[src/rtl/trap_ctrl.sv]
// Trap sequencer for the 5-stage pipeline. Watches the instruction in EX for ECALL
// or MRET, and for an enabled external interrupt. When one is taken it flushes the
// pipeline and holds the PC. If MEM is still busy it waits for MEM to finish. It
// then writes the CSR file for one cycle and redirects the PC for one cycle.
//
// Ports
//   clk, rstn          clock and asynchronous active-low reset
//   ex_*               decoded state of the EX instruction (valid, exception, cause,
//                      mret, pc)
//   mem_busy           an older instruction in MEM has not finished
//   ext_irq            asynchronous level interrupt request
//   csr_mie/mtvec/mepc CSR values read by the sequencer
//   flush_*, stall_pc  pipeline control
//   pc_redirect        one-cycle PC load of redirect_pc
//   csr_trap_we        one-cycle trap write (mepc/mcause wdata valid)
//   csr_mret_we        one-cycle MRET status update
//   busy               a sequence is in progress
module trap_ctrl #(
  parameter int unsigned     XLEN        = 32,
  parameter logic [XLEN-1:0] IRQ_CAUSE   = XLEN'(32'h8000000B),
  parameter int unsigned     SYNC_STAGES = 2
) (
  input  logic            clk,
  input  logic            rstn,
  input  logic            ex_valid,
  input  logic            ex_exception,
  input  logic [XLEN-1:0] ex_cause,
  input  logic            ex_mret,
  input  logic [XLEN-1:0] ex_pc,
  input  logic            mem_busy,
  input  logic            ext_irq,
  input  logic            csr_mie,
  input  logic [XLEN-1:0] csr_mtvec,
  input  logic [XLEN-1:0] csr_mepc,
  output logic            flush_if_id,
  output logic            flush_id_ex,
  output logic            flush_ex_mem,
  output logic            stall_pc,
  output logic            pc_redirect,
  output logic [XLEN-1:0] redirect_pc,
  output logic            csr_trap_we,
  output logic [XLEN-1:0] csr_mepc_wdata,
  output logic [XLEN-1:0] csr_mcause_wdata,
  output logic            csr_mret_we,
  output logic            busy
);

  typedef enum logic [1:0] {StIdle, StDrain, StCommit, StRedirect} state_e;

  state_e            state_q, state_d;
  logic [SYNC_STAGES-1:0] sync_q;
  logic              is_mret_q, is_mret_d;
  logic [XLEN-1:0]   pc_q, pc_d;
  logic [XLEN-1:0]   cause_q, cause_d;

  logic irq_sync;
  logic evt_exc, evt_mret, evt_irq, evt_any;
  logic flush_all;

  // Only direct-mode vectors are supported, so the mode bits are dropped.
  logic unused_mtvec_mode;
  assign unused_mtvec_mode = ^csr_mtvec[1:0];

  assign irq_sync = sync_q[SYNC_STAGES-1];

  // Events are gated by rstn so that every output is 0 while reset is held,
  // including the combinational flushes of the IDLE state.
  assign evt_exc  = rstn & ex_valid & ex_exception;
  assign evt_mret = rstn & ex_valid & ex_mret;
  assign evt_irq  = rstn & ex_valid & irq_sync & csr_mie & ~ex_exception & ~ex_mret;
  assign evt_any  = evt_exc | evt_mret | evt_irq;

  always_ff @(posedge clk or negedge rstn) begin
    if (!rstn) begin
      state_q   <= StIdle;
      sync_q    <= '0;
      is_mret_q <= 1'b0;
      pc_q      <= '0;
      cause_q   <= '0;
    end else begin
      state_q   <= state_d;
      sync_q    <= {sync_q[SYNC_STAGES-2:0], ext_irq};
      is_mret_q <= is_mret_d;
      pc_q      <= pc_d;
      cause_q   <= cause_d;
    end
  end

  always_comb begin
    state_d          = state_q;
    is_mret_d        = is_mret_q;
    pc_d             = pc_q;
    cause_d          = cause_q;
    flush_all        = 1'b0;
    stall_pc         = 1'b0;
    pc_redirect      = 1'b0;
    redirect_pc      = '0;
    csr_trap_we      = 1'b0;
    csr_mepc_wdata   = '0;
    csr_mcause_wdata = '0;
    csr_mret_we      = 1'b0;

    unique case (state_q)
      StIdle: begin
        if (evt_any) begin
          flush_all = 1'b1;
          stall_pc  = 1'b1;
          // Priority exc > mret > irq. An interrupt saves ex_pc so EX re-executes.
          is_mret_d = ~evt_exc & evt_mret;
          pc_d      = ex_pc;
          cause_d   = evt_exc ? ex_cause : (evt_mret ? '0 : IRQ_CAUSE);
          state_d   = mem_busy ? StDrain : StCommit;
        end
      end
      StDrain: begin
        flush_all = 1'b1;
        stall_pc  = 1'b1;
        if (!mem_busy) state_d = StCommit;
      end
      StCommit: begin
        flush_all = 1'b1;
        stall_pc  = 1'b1;
        if (is_mret_q) begin
          csr_mret_we = 1'b1;
        end else begin
          csr_trap_we      = 1'b1;
          csr_mepc_wdata   = pc_q;
          csr_mcause_wdata = cause_q;
        end
        state_d = StRedirect;
      end
      StRedirect: begin
        flush_all   = 1'b1;
        pc_redirect = 1'b1;
        // The MRET target reads csr_mepc live, after any write in COMMIT has landed.
        redirect_pc = is_mret_q ? csr_mepc : {csr_mtvec[XLEN-1:2], 2'b00};
        state_d     = StIdle;
      end
      default: state_d = StIdle;
    endcase
  end

  assign flush_if_id  = flush_all;
  assign flush_id_ex  = flush_all;
  assign flush_ex_mem = flush_all;
  assign busy         = (state_q != StIdle);

endmodule

[config.mk]
export PLATFORM = sky130hd
export DESIGN_NAME = trap_ctrl
export DESIGN_NICKNAME = d
export VERILOG_FILES = /design/src/rtl/trap_ctrl.sv
export SDC_FILE = /design/constraint.sdc
export NUM_CORES = 1
export LEC_CHECK = 0
export ABC_CLOCK_PERIOD_IN_PS = 1900
export BUFFER_PORTS_ARGS = -buffer_cell sky130_fd_sc_hd__buf_4
export CORE_MARGIN = 2
export CORE_UTILIZATION = 44
export DETAILED_ROUTE_END_ITERATION = 8
export GPL_TIMING_DRIVEN = 0
export PLACE_DENSITY = 0.81
export SYNTH_ARGS = -nofsm -noshare
export SYNTH_HDL_FRONTEND = slang
export SYNTH_SLANG_ARGS = --single-unit
[constraint.sdc]
create_clock -name clk -period 1.9 [get_ports clk]
set_input_delay 0.19 -clock clk [delete_from_list [all_inputs] [get_ports clk]]
set_output_delay 0.19 -clock clk [all_outputs]
set_load 0.03 [all_outputs]
==> results.py <==
metrics = {
    "cts": {
        "clock-root-buffer": "clkbuf_8",
        "cts_tree": "done",
        "htreeDepth": 3,
        "numCtsBuffers": 9,
        "clkLatencyLatePin_ns": 0.34,
        "clock_sinks": 69,
        "hold_buffers": 1,
        "clockBufferDepth": 2,
        "cts.clk_slew.worst_paths_ns": 0.08,
    },
    "worst_setup_path": {
        "worst-endpoint-arrival_ns": 1.81,
        "critPathLaunchType": "register",
        "path_max_fanout": 6,
        "slowest_stage": "dfrtp_1",
        "cp_common_cell": "clkbuf_16",
        "r2r_slack_ns": 0.09,
        "reg2reg_from": "state_q[1]$_DFFE_PN0P_",
        "rr_worst_depth": 6,
        "worstReg2RegEnd": "cause_q[24]$_DFFE_PN0P_",
        "slowest_delay_ns": 0.41,
        "crit_chain": "inv_2, ha_4, nor2b_4, clkbuf_16, clkbuf_16, and2_4, buf_6",
        "crit_path_end_kind": "output port",
        "required_ns": 1.71,
        "setup.worst_path.class": "reg -> out",
    },
    "status": {
        "status": "finished with violations",
        "violations": "hold timing, setup timing",
    },
    "global_routing": {
        "grt_first_pass_wirelength_microns": 20300,
        "antenna_found_initial": 0,
        "grt_most_used_layer": "met2",
        "first_global_vias": 3924,
        "globalRouteMet1Util_pct": 33.5,
        "met3_usage_pct": 5.04,
        "grt_start_max_net_pins": 73,
        "grtUsageMet2_pct": 45.0,
        "grt.total_usage_pct": 26.0,
        "overflow": 0,
    },
    "floorplanning": {
        "core_sq_um": 8720,
        "die_w_microns": 98.7,
        "io_pins": 240,
        "die_h_microns": 98.7,
        "num_rows": 34,
        "start_util_pct": 45.3,
        "fp.dieArea_sq_um": 9740,
    },
    "cells_and_area": {
        "post-route-util_pct": 77.3,
        "n_antenna_cell": 0,
        "drive_gt1_share_pct": 58.6,
        "nets": 788,
        "layout-area-overhead-vs-synth_pct": 70.9,
        "nFillCells": 572,
    },
    "pwr": {
        "p_per_area_nw_per_um2": 1590,
        "peakVddDrop_mv": 0.881,
        "leakage_uw": 0.00337,
        "power.total_uw": 10700,
    },
    "routing": {
        "wl_per_cell_microns": 17.7,
        "dr.pass1.iters": 4,
        "drt_iter0_markers": 192,
        "ant_nets": 0,
        "routed-via-count": 3790,
        "vias_per_cell": 4.99,
        "drc_errors": 0,
        "drt_wl_total_microns": 13400,
    },
    "synth": {
        "synth.largest_area_cell": "dfrtp_1",
        "synth-edff-count": 0,
        "synth_simple_gate_area_share_pct": 21.1,
        "synth_top_area_share_pct": 43.8,
        "ys_ff_latch": 69,
        "ys.flop_type": "dfrtp_1",
        "yosys.area_share.xor_xnor_pct": 0,
        "synth_cell_types": 24,
        "seq_area_frac_synth_pct": 43.8,
        "syn_area_per_cell_sq_um": 10.2,
        "synth_most_common_cell": "dfrtp_1",
        "synthTopCellsByArea": "dfrtp_1 (44%), and2_1 (10%), mux2i_1 (9.4%), mux2_4 (6.5%), nor2b_1 (4.9%)",
        "synth_top_family_by_area": "simple AND/OR/NAND/NOR gates",
        "synth_compound_area_share_pct": 5.23,
        "synth_nets": 528,
        "muxShareOfSynthArea_pct": 20.4,
        "yosysWarnings": 0,
        "synth_area_sq_um": 3950,
        "async_flop_share_pct": 100,
        "synth_fa_ha_area_share_pct": 1.59,
        "syn_inst": 387,
        "synth_common_cells": "dfrtp_1 (69), and2_1 (66), inv_1 (37), mux2i_1 (37), nor2b_1 (31)",
    },
    "sta": {
        "whs_ns": -0.265,
        "skew_ns": 0.0143,
        "finalSetupViolCount": 62,
        "rsz0062_at_grt": "yes",
        "fin_tns_setup_ns": -3.67,
        "max_freq_ghz": 0.499,
        "tightest_slew_ns": 0.492,
        "period_share_pct": 105,
        "slew_violations": 0,
        "maxSlewHeadroom_pct": 67.2,
        "final_hold_viol_count": 69,
        "finalWorstSetupSlack_ns": -0.103,
        "post-route-min-period_ns": 2.00,
    },
    "run": {
        "drv_cap": 0,
    },
    "placed_design": {
        "place.gp.congestion": 0.775,
        "pre_cts_slack_ns": -0.501,
        "hpwl_microns": 9170,
        "port_buffers": 236,
    },
    "min_path": {
        "hp-class": "in -> async",
    },
}
logic make-up after synthesis:
logic type,count (synthesis)
AOI/OAI and AO/OA,38
DFF,69
muxes,70
adders and majority gates,5
and+or+nand+nor,133
buffers and inverters,72
through the flow:
stage          instance area [sq um]  instances  hold slack, ns
6_report                        6740        760          -0.265
5_1_grt                         6740        760          -0.241
4_1_cts                         6630        756          -0.260
3_5_place_dp                    5850        731           0.305
3_3_place_gp                    5850        731           0.300
2_1_floorplan                   3950        387          -0.106
worst max-delay path by stage:
stage,from,slack (ns),cells past startpoint,endpoint
after global placement,rstn,-0.47,7,pc_q[17]$_DFFE_PN0P_
after global routing,state_q[0]$_DFFE_PN0P_,-0.19,7,csr_mepc_wdata[14]
after detailed placement,rstn,-0.50,7,cause_q[14]$_DFFE_PN0P_
after CTS,state_q[1]$_DFFE_PN0P_,-0.09,6,flush_if_id
final,state_q[0]$_DFFE_PN0P_,-0.10,7,csr_mepc_wdata[14]
after floorplan,state_q[0]$_DFFE_PN0P_,0.09,6,flush_id_ex
power by group:
group	internal, uW	switching (uW)	total, uW	leakage, uW
registers	2140	431	2570	0.000841
clock network	740	579	1320	0.000110
logic	3400	3400	6800	0.00242
total	6280	4410	10700	0.00337
sequential cells by signal, summed over array words and instances (netlist names):
register,flops
cause_q,32
pc_q,32
state_q,2
sync_q,2
is_mret_q,1
cells in the final DEF (no fill, tap or decap), types with 7 or more instances in the layout:
master / instances
dfrtp_1: 67
nor2b_1: 30
o21ai_0: 29
nand4_1: 28
inv_1: 36
and2_1: 14
buf_4: 191
mux2_2: 16
buf_6: 61
clkbuf_1: 11
mux2_4: 17
clkbuf_8: 9
and2_4: 52
mux2i_1: 37
buf_8: 7
routing by layer:
metal / vias to the layer above / wire length (microns) / share of wire, %
met5: - / 0 / 0
met4: 0 / 238 / 1.8
met3: 19 / 567 / 4.2
met2: 113 / 7100 / 53
met1: 1850 / 5540 / 41
li1: 1808 / - / -
layout make-up:
class,instances,area [sq um],area share [%]
plain buffers,33,283,4.19
clock buffers,10,128,1.89
clock inverters,6,87.6,1.30
inverters,37,139,2.06
multi-input cells,246,2080,30.9
flip-flops and latches,69,1730,25.6
well taps,108,135,2.00
repair buffers,251,2160,32.0
repair_timing:
| item | 4_1_cts | 5_1_grt |
|---|---|---|
| setup buffers | 5 | 3 |
| pin swaps | 31 | 15 |
| setup endpoints to repair | 150 | 131 |
| hold endpoints to repair | 70 | 69 |
| resized for setup | 137 | 28 |
| cloned | 5 | 2 |
critical path: cells and delay by family, from the launching register on:
family        cells  cell delay, ns
simple gates      2            0.36
buf+inv           4            0.57
fa+ha+maj         1            0.14
flops             1            0.41
No activity file was read; power rests on OpenSTA's default activity.
